<file path="src/rtl/alu_seq_pkg.sv">
// Shared types for the ALU control sequencer: FSM state encoding, opcode constants, opcode one-hot helper.
package alu_seq_pkg;

  typedef enum logic [2:0] {
    IDLE   = 3'd0,
    S_A    = 3'd1,
    S_OP   = 3'd2,
    S_WR   = 3'd3,
    S_DONE = 3'd4
  } state_t;

  localparam logic [2:0] OP_SHL = 3'd0;
  localparam logic [2:0] OP_ADD = 3'd1;
  localparam logic [2:0] OP_SUB = 3'd2;
  localparam logic [2:0] OP_XOR = 3'd3;
  localparam logic [2:0] OP_OR  = 3'd4;
  localparam logic [2:0] OP_AND = 3'd5;
  localparam logic [2:0] OP_SHR = 3'd6;
  localparam logic [2:0] OP_NOT = 3'd7;

  // Bit 7 is shl (opcode 0), bit 0 is not (opcode 7).
  function automatic logic [7:0] op_onehot(input logic [2:0] op);
    return 8'h80 >> op;
  endfunction

endpackage

</file>
<file path="src/rtl/alu_seq_ctrl_dec.sv">
// Combinational opcode decoder: 3-bit opcode to 8-bit one-hot ALU select, forced to zero when en is low.
module alu_op_dec
  import alu_seq_pkg::*;
(
  input  logic       en,
  input  logic [2:0] opcode,
  output logic [7:0] onehot
);

  assign onehot = en ? op_onehot(opcode) : 8'h00;

endmodule

</file>
<file path="src/rtl/alu_seq_ctrl.sv">
// Moore micro-sequencer running one register-to-register ALU instruction over the shared bus.
// Optional ALU_SEQ_FLAGS_EN adds zero/negative flags captured from the bus at the end of the write step.
module alu_seq_ctrl
  import alu_seq_pkg::*;
#(
  parameter  int NREG = 4,
  parameter  int DW   = 16,
  localparam int SW   = $clog2(NREG)
) (
  input  logic            clk,
  input  logic            rst_n,
  input  logic            start,
  input  logic [2:0]      opcode,
  input  logic [SW-1:0]   rs,
  input  logic [SW-1:0]   rt,
  input  logic [SW-1:0]   rd,
  input  logic [DW-1:0]   data,
  output logic            busy,
  output logic            done,
  output logic [NREG-1:0] reg_oe,
  output logic [NREG-1:0] reg_ld,
  output logic            la,
  output logic            ialu,
  output logic            ealu,
  output logic [7:0]      alu_op
`ifdef ALU_SEQ_FLAGS_EN
  ,
  output logic            flag_z,
  output logic            flag_n
`endif
);

  state_t          state, state_nxt;
  logic [2:0]      op_q;
  logic [SW-1:0]   rs_q, rt_q, rd_q;
  logic            accept;
  logic [2:0]      op_n;
  logic [SW-1:0]   rs_n, rt_n, rd_n;

  logic            busy_n, done_n, la_n, ialu_n, ealu_n, op_en;
  logic [NREG-1:0] oe_n, ld_n;
  logic [7:0]      alu_op_n;

  assign accept = (state == IDLE) && start;

  // Outputs are registered, so they are decoded from the state being entered and
  // from the fields that will be latched, letting the latch edge drive S_A at once.
  assign op_n = accept ? opcode : op_q;
  assign rs_n = accept ? rs     : rs_q;
  assign rt_n = accept ? rt     : rt_q;
  assign rd_n = accept ? rd     : rd_q;

  always_ff @(posedge clk or negedge rst_n) begin
    if (!rst_n) begin
      state  <= IDLE;
      op_q   <= '0;
      rs_q   <= '0;
      rt_q   <= '0;
      rd_q   <= '0;
      busy   <= 1'b0;
      done   <= 1'b0;
      reg_oe <= '0;
      reg_ld <= '0;
      la     <= 1'b0;
      ialu   <= 1'b0;
      ealu   <= 1'b0;
      alu_op <= '0;
    end else begin
      state  <= state_nxt;
      op_q   <= op_n;
      rs_q   <= rs_n;
      rt_q   <= rt_n;
      rd_q   <= rd_n;
      busy   <= busy_n;
      done   <= done_n;
      reg_oe <= oe_n;
      reg_ld <= ld_n;
      la     <= la_n;
      ialu   <= ialu_n;
      ealu   <= ealu_n;
      alu_op <= alu_op_n;
    end
  end

  always_comb begin
    state_nxt = state;
    case (state)
      IDLE:    if (start) state_nxt = S_A;
      S_A:     state_nxt = S_OP;
      S_OP:    state_nxt = S_WR;
      S_WR:    state_nxt = S_DONE;
      S_DONE:  state_nxt = IDLE;
      default: state_nxt = IDLE;
    endcase
  end

  always_comb begin
    busy_n = 1'b0;
    done_n = 1'b0;
    la_n   = 1'b0;
    ialu_n = 1'b0;
    ealu_n = 1'b0;
    oe_n   = '0;
    ld_n   = '0;
    case (state_nxt)
      S_A: begin
        busy_n     = 1'b1;
        la_n       = 1'b1;
        oe_n[rs_n] = 1'b1;
      end
      S_OP: begin
        busy_n = 1'b1;
        ialu_n = 1'b1;
        // not is unary: leave the bus undriven instead of sourcing rt
        if (op_n != OP_NOT) oe_n[rt_n] = 1'b1;
      end
      S_WR: begin
        busy_n     = 1'b1;
        ealu_n     = 1'b1;
        ld_n[rd_n] = 1'b1;
      end
      S_DONE:  done_n = 1'b1;
      default: ;
    endcase
  end

  assign op_en = (state_nxt == S_OP) || (state_nxt == S_WR);

  alu_op_dec u_dec (
    .en     (op_en),
    .opcode (op_n),
    .onehot (alu_op_n)
  );

`ifdef ALU_SEQ_FLAGS_EN
  // The bus carries the ALU result during S_WR; sample it on the way out.
  always_ff @(posedge clk or negedge rst_n) begin
    if (!rst_n) begin
      flag_z <= 1'b0;
      flag_n <= 1'b0;
    end else if (state == S_WR) begin
      flag_z <= (data == '0);
      flag_n <= data[DW-1];
    end
  end
`else
  logic unused_data;
  assign unused_data = ^data;
`endif

endmodule

</file>
<file path="config.mk">
export PLATFORM = sky130hd
export DESIGN_NAME = alu_seq_ctrl
export DESIGN_NICKNAME = d
export VERILOG_FILES = /design/src/rtl/alu_seq_pkg.sv /design/src/rtl/alu_seq_ctrl_dec.sv /design/src/rtl/alu_seq_ctrl.sv
export SDC_FILE = /design/constraint.sdc
export NUM_CORES = 1
export LEC_CHECK = 0
export BUFFER_PORTS_ARGS = -buffer_cell sky130_fd_sc_hd__buf_2
export CAP_MARGIN = 25
export CORE_ASPECT_RATIO = 0.8
export CORE_MARGIN = 1
export CORE_UTILIZATION = 46
export CTS_BUF_LIST = sky130_fd_sc_hd__clkbuf_16
export DETAILED_ROUTE_END_ITERATION = 10
export GPL_ROUTABILITY_DRIVEN = 0
export HOLD_SLACK_MARGIN = 0.08
export PLACE_DENSITY = 0.77
export SYNTH_ARGS = -nofsm -noshare
export SYNTH_HDL_FRONTEND = slang
export SYNTH_SLANG_ARGS = --single-unit
</file>
<file path="constraint.sdc">
create_clock -name clk -period 2.4 [get_ports clk]
set_clock_uncertainty 0.15 [all_clocks]
set_input_delay 0.48 -clock clk [delete_from_list [all_inputs] [get_ports clk]]
set_output_delay 0.48 -clock clk [all_outputs]
set_load 0.01 [all_outputs]
</file>
==> results.ini <==
[timing]
setup_viol = 0
slew_violations = 0
period_minus_slack_ps = 1990
tightest_slew_ps = 670
final-hold-violation-count = 0
rsz0062_at_grt = false
fin_crit_sh = 0.831
tns_ps = 0
max_freq_mhz = 501
max_slew_margin = 0.554
fin_ws_ps = 406

[grt]
grt_use_total = 0.174
grt_pass1_wl_microns = 3220
grt_pass1_vias = 739
grt_start_max_net_pins = 32
antenna_found_initial = 0
gr-total-overflow = 0

[synthesis]
ys_warn_count = 0
syn-cell-area_sq_um = 1200
ys_types = 27
synth-seq-area-share = 0.647
syn_inst = 92
synth-seq-cells = 31
synth_area_per_cell_sq_um = 13.0
syn-num-nets = 120

[drt]
viasPerCell = 4.81
drtAntennaViolNets = 0
route.detailed.drc = 0
num_vias = 794
first_pass_iters = 4
wirelength_microns = 2130
wl_per_cell_microns = 12.9
drt_iter0_markers = 8

[pwr]
power_density_nw_per_um2 = 1340
switchingPower_uw = 649
p_comb_frac = 0.299
leakage_nw = 0.787
clockPowerShare = 0.275
ir_drop_uv = 884
p_sw_frac = 0.319
intPower_mw = 1.38
power_frac_seq = 0.425

[final_layout]
finish.net_count = 156
post-route-util = 0.614
areaGrowthSynthToFinish_pct = 26.0
mostFrequentLayoutCell = buf_2
nFillCells = 207
instances_no_fill = 165
diodes = 0
layout_common_cells = buf_2, dfrtp_1, nor2_1
final_layout_size_suffix_gt1_frac = 0.395

[place]
dpl.cell_count = 157
dpl.hpwl_microns = 1450
dp_slack_ps = 408
port_buffers = 32

[setup_path]
cp_data_arrival_time_ps = 2000
rrSetupSlack_ps = 410
critPathMaxFanout = 11
required_ps = 2410
path_class = register to register
worstSetupStartpointType = register
timing.rr.start = state[0]$_DFF_PN0_
rr_worst_depth = 5
critPathCaptureType = register
r2r_end = reg_ld[3]$_DFF_PN0_

[floorplan]
initial_core_util = 0.487
core_area_sq_um = 2460
die_x_microns = 59.1
pin_count = 49
rows = 16
die_y_microns = 47.7
die_area_sq_um = 2820

[clock_tree]
cts_setup_buffers = 0
clock_latency_ps = 270
cts_buffer_depth = 2
clock-sinks = 31
htreeDepth = 2
clockRootBuffer = clkbuf_16
hold_buffers = 0
cts_buffers = 5
cts_resized = 0
cts_tree = done
clk_pin_slew_ps = 50

[flow_run]
maxCapViolations = 0

[hold_path]
hold_class = input port to async pin

[outcome]
status = finished, final reports clean

[area by class of cell]
type                            instances  area [sq um]  share of cell area
Clock inverter                          3          12.5             0.00828
Tap cell                               36          45.0              0.0298
Inverter                                4          15.0             0.00993
Sequential cell                        31           776               0.513
Timing Repair Buffer                   33           168               0.111
Clock buffer                            5           125              0.0828
Multi-Input combinational cell         53           370               0.245
[per-layer routing]
metal / GRT usage / vias up / wire length [microns]
met5: 0 / - / 0
met1: 0.187 / 382 / 917
li1: - / 381 / -
met3: 0.0919 / 2 / 151
met4: 0.100 / 0 / 24
met2: 0.282 / 29 / 1040
[logic make-up (layout without fill, tap and decap cells)]
kind of cell / after synthesis / count (layout) / share of synthesized area
mux: 10 / 10 / 0.0897
xor+xnor: 1 / 1 / 0.00730
compound gates: 6 / 6 / 0.0355
flops: 31 / 31 / 0.647
buf+inv: 8 / 45 / 0.0448
simple gates: 36 / 36 / 0.176
[power by group through the flow]
stage | combinational, mW | clock (mW) | sequential [mW]
after global routing | 0.683 | 0.604 | 0.892
after detailed placement | 0.610 | 0 | 0.869
after floorplan | 0.441 | 0 | 0.870
after global placement | 0.590 | 0 | 0.855
after CTS | 0.615 | 0.577 | 0.867
final | 0.608 | 0.560 | 0.864
[worst max path at each step]
stage | slack (ps) | end | depth (start not counted) | from
CTS | 380 | reg_ld[0]$_DFF_PN0_ | 5 | state[0]$_DFF_PN0_
detailed placement | 410 | reg_ld[3]$_DFF_PN0_ | 6 | start
global route | 260 | reg_ld[0]$_DFF_PN0_ | 5 | state[0]$_DFF_PN0_
global placement | 430 | reg_ld[3]$_DFF_PN0_ | 6 | start
finish | 410 | reg_ld[3]$_DFF_PN0_ | 5 | state[0]$_DFF_PN0_
floorplan | 650 | reg_ld[3]$_DFF_PN0_ | 5 | state[0]$_DFF_PN0_
[metrics by stage]
stage	hold slack [ps]	power [mW]	instance area (sq um)
after floorplan	34.4	1.31	1200
after global placement	331	1.45	1370
after detailed placement	342	1.48	1370
after CTS	109	2.06	1510
after global routing	156	2.18	1510
final	101	2.03	1510
[worst max-delay path, cell delays in order (launching register included)]
cell and delay, ps:
dfrtp_1 480, nor4b_4 440, buf_4 280, mux2i_1 300, inv_2 70, and3_1 160
[cell usage after synthesis, drive strengths merged]
cell	instances	area, sq um
and3b	2	18.8
nor3	3	15.0
o32ai	2	17.5
nor2	11	41.3
nand2b	1	6.26
or3b	2	17.5
buf	3	33.8
or2b	1	7.51
clkbuf	1	5.00
dfrtp	31	776
a211oi	1	7.51
o21ai	1	5.00
nor4b	1	23.8
o22ai	2	12.5
mux2i	4	40.0
nor3b	1	7.51
nor2b	4	25.0
or3	1	6.26
mux2	6	67.6
xnor2	1	8.76
and3	2	13.8
inv	4	15.0
nand3	2	10.0
nand2	5	18.8
[registers in the layout, summed over array words and instances (netlist names)]
| register | count |
|---|---|
| reg_ld | 4 |
| op_q | 3 |
| ealu | 1 |
| done | 1 |
| la | 1 |
| rt_q | 2 |
| alu_op | 8 |
| rd_q | 2 |
| busy | 1 |
| state | 3 |
| ialu | 1 |
| reg_oe | 4 |
(Power assumes the default switching activity.)
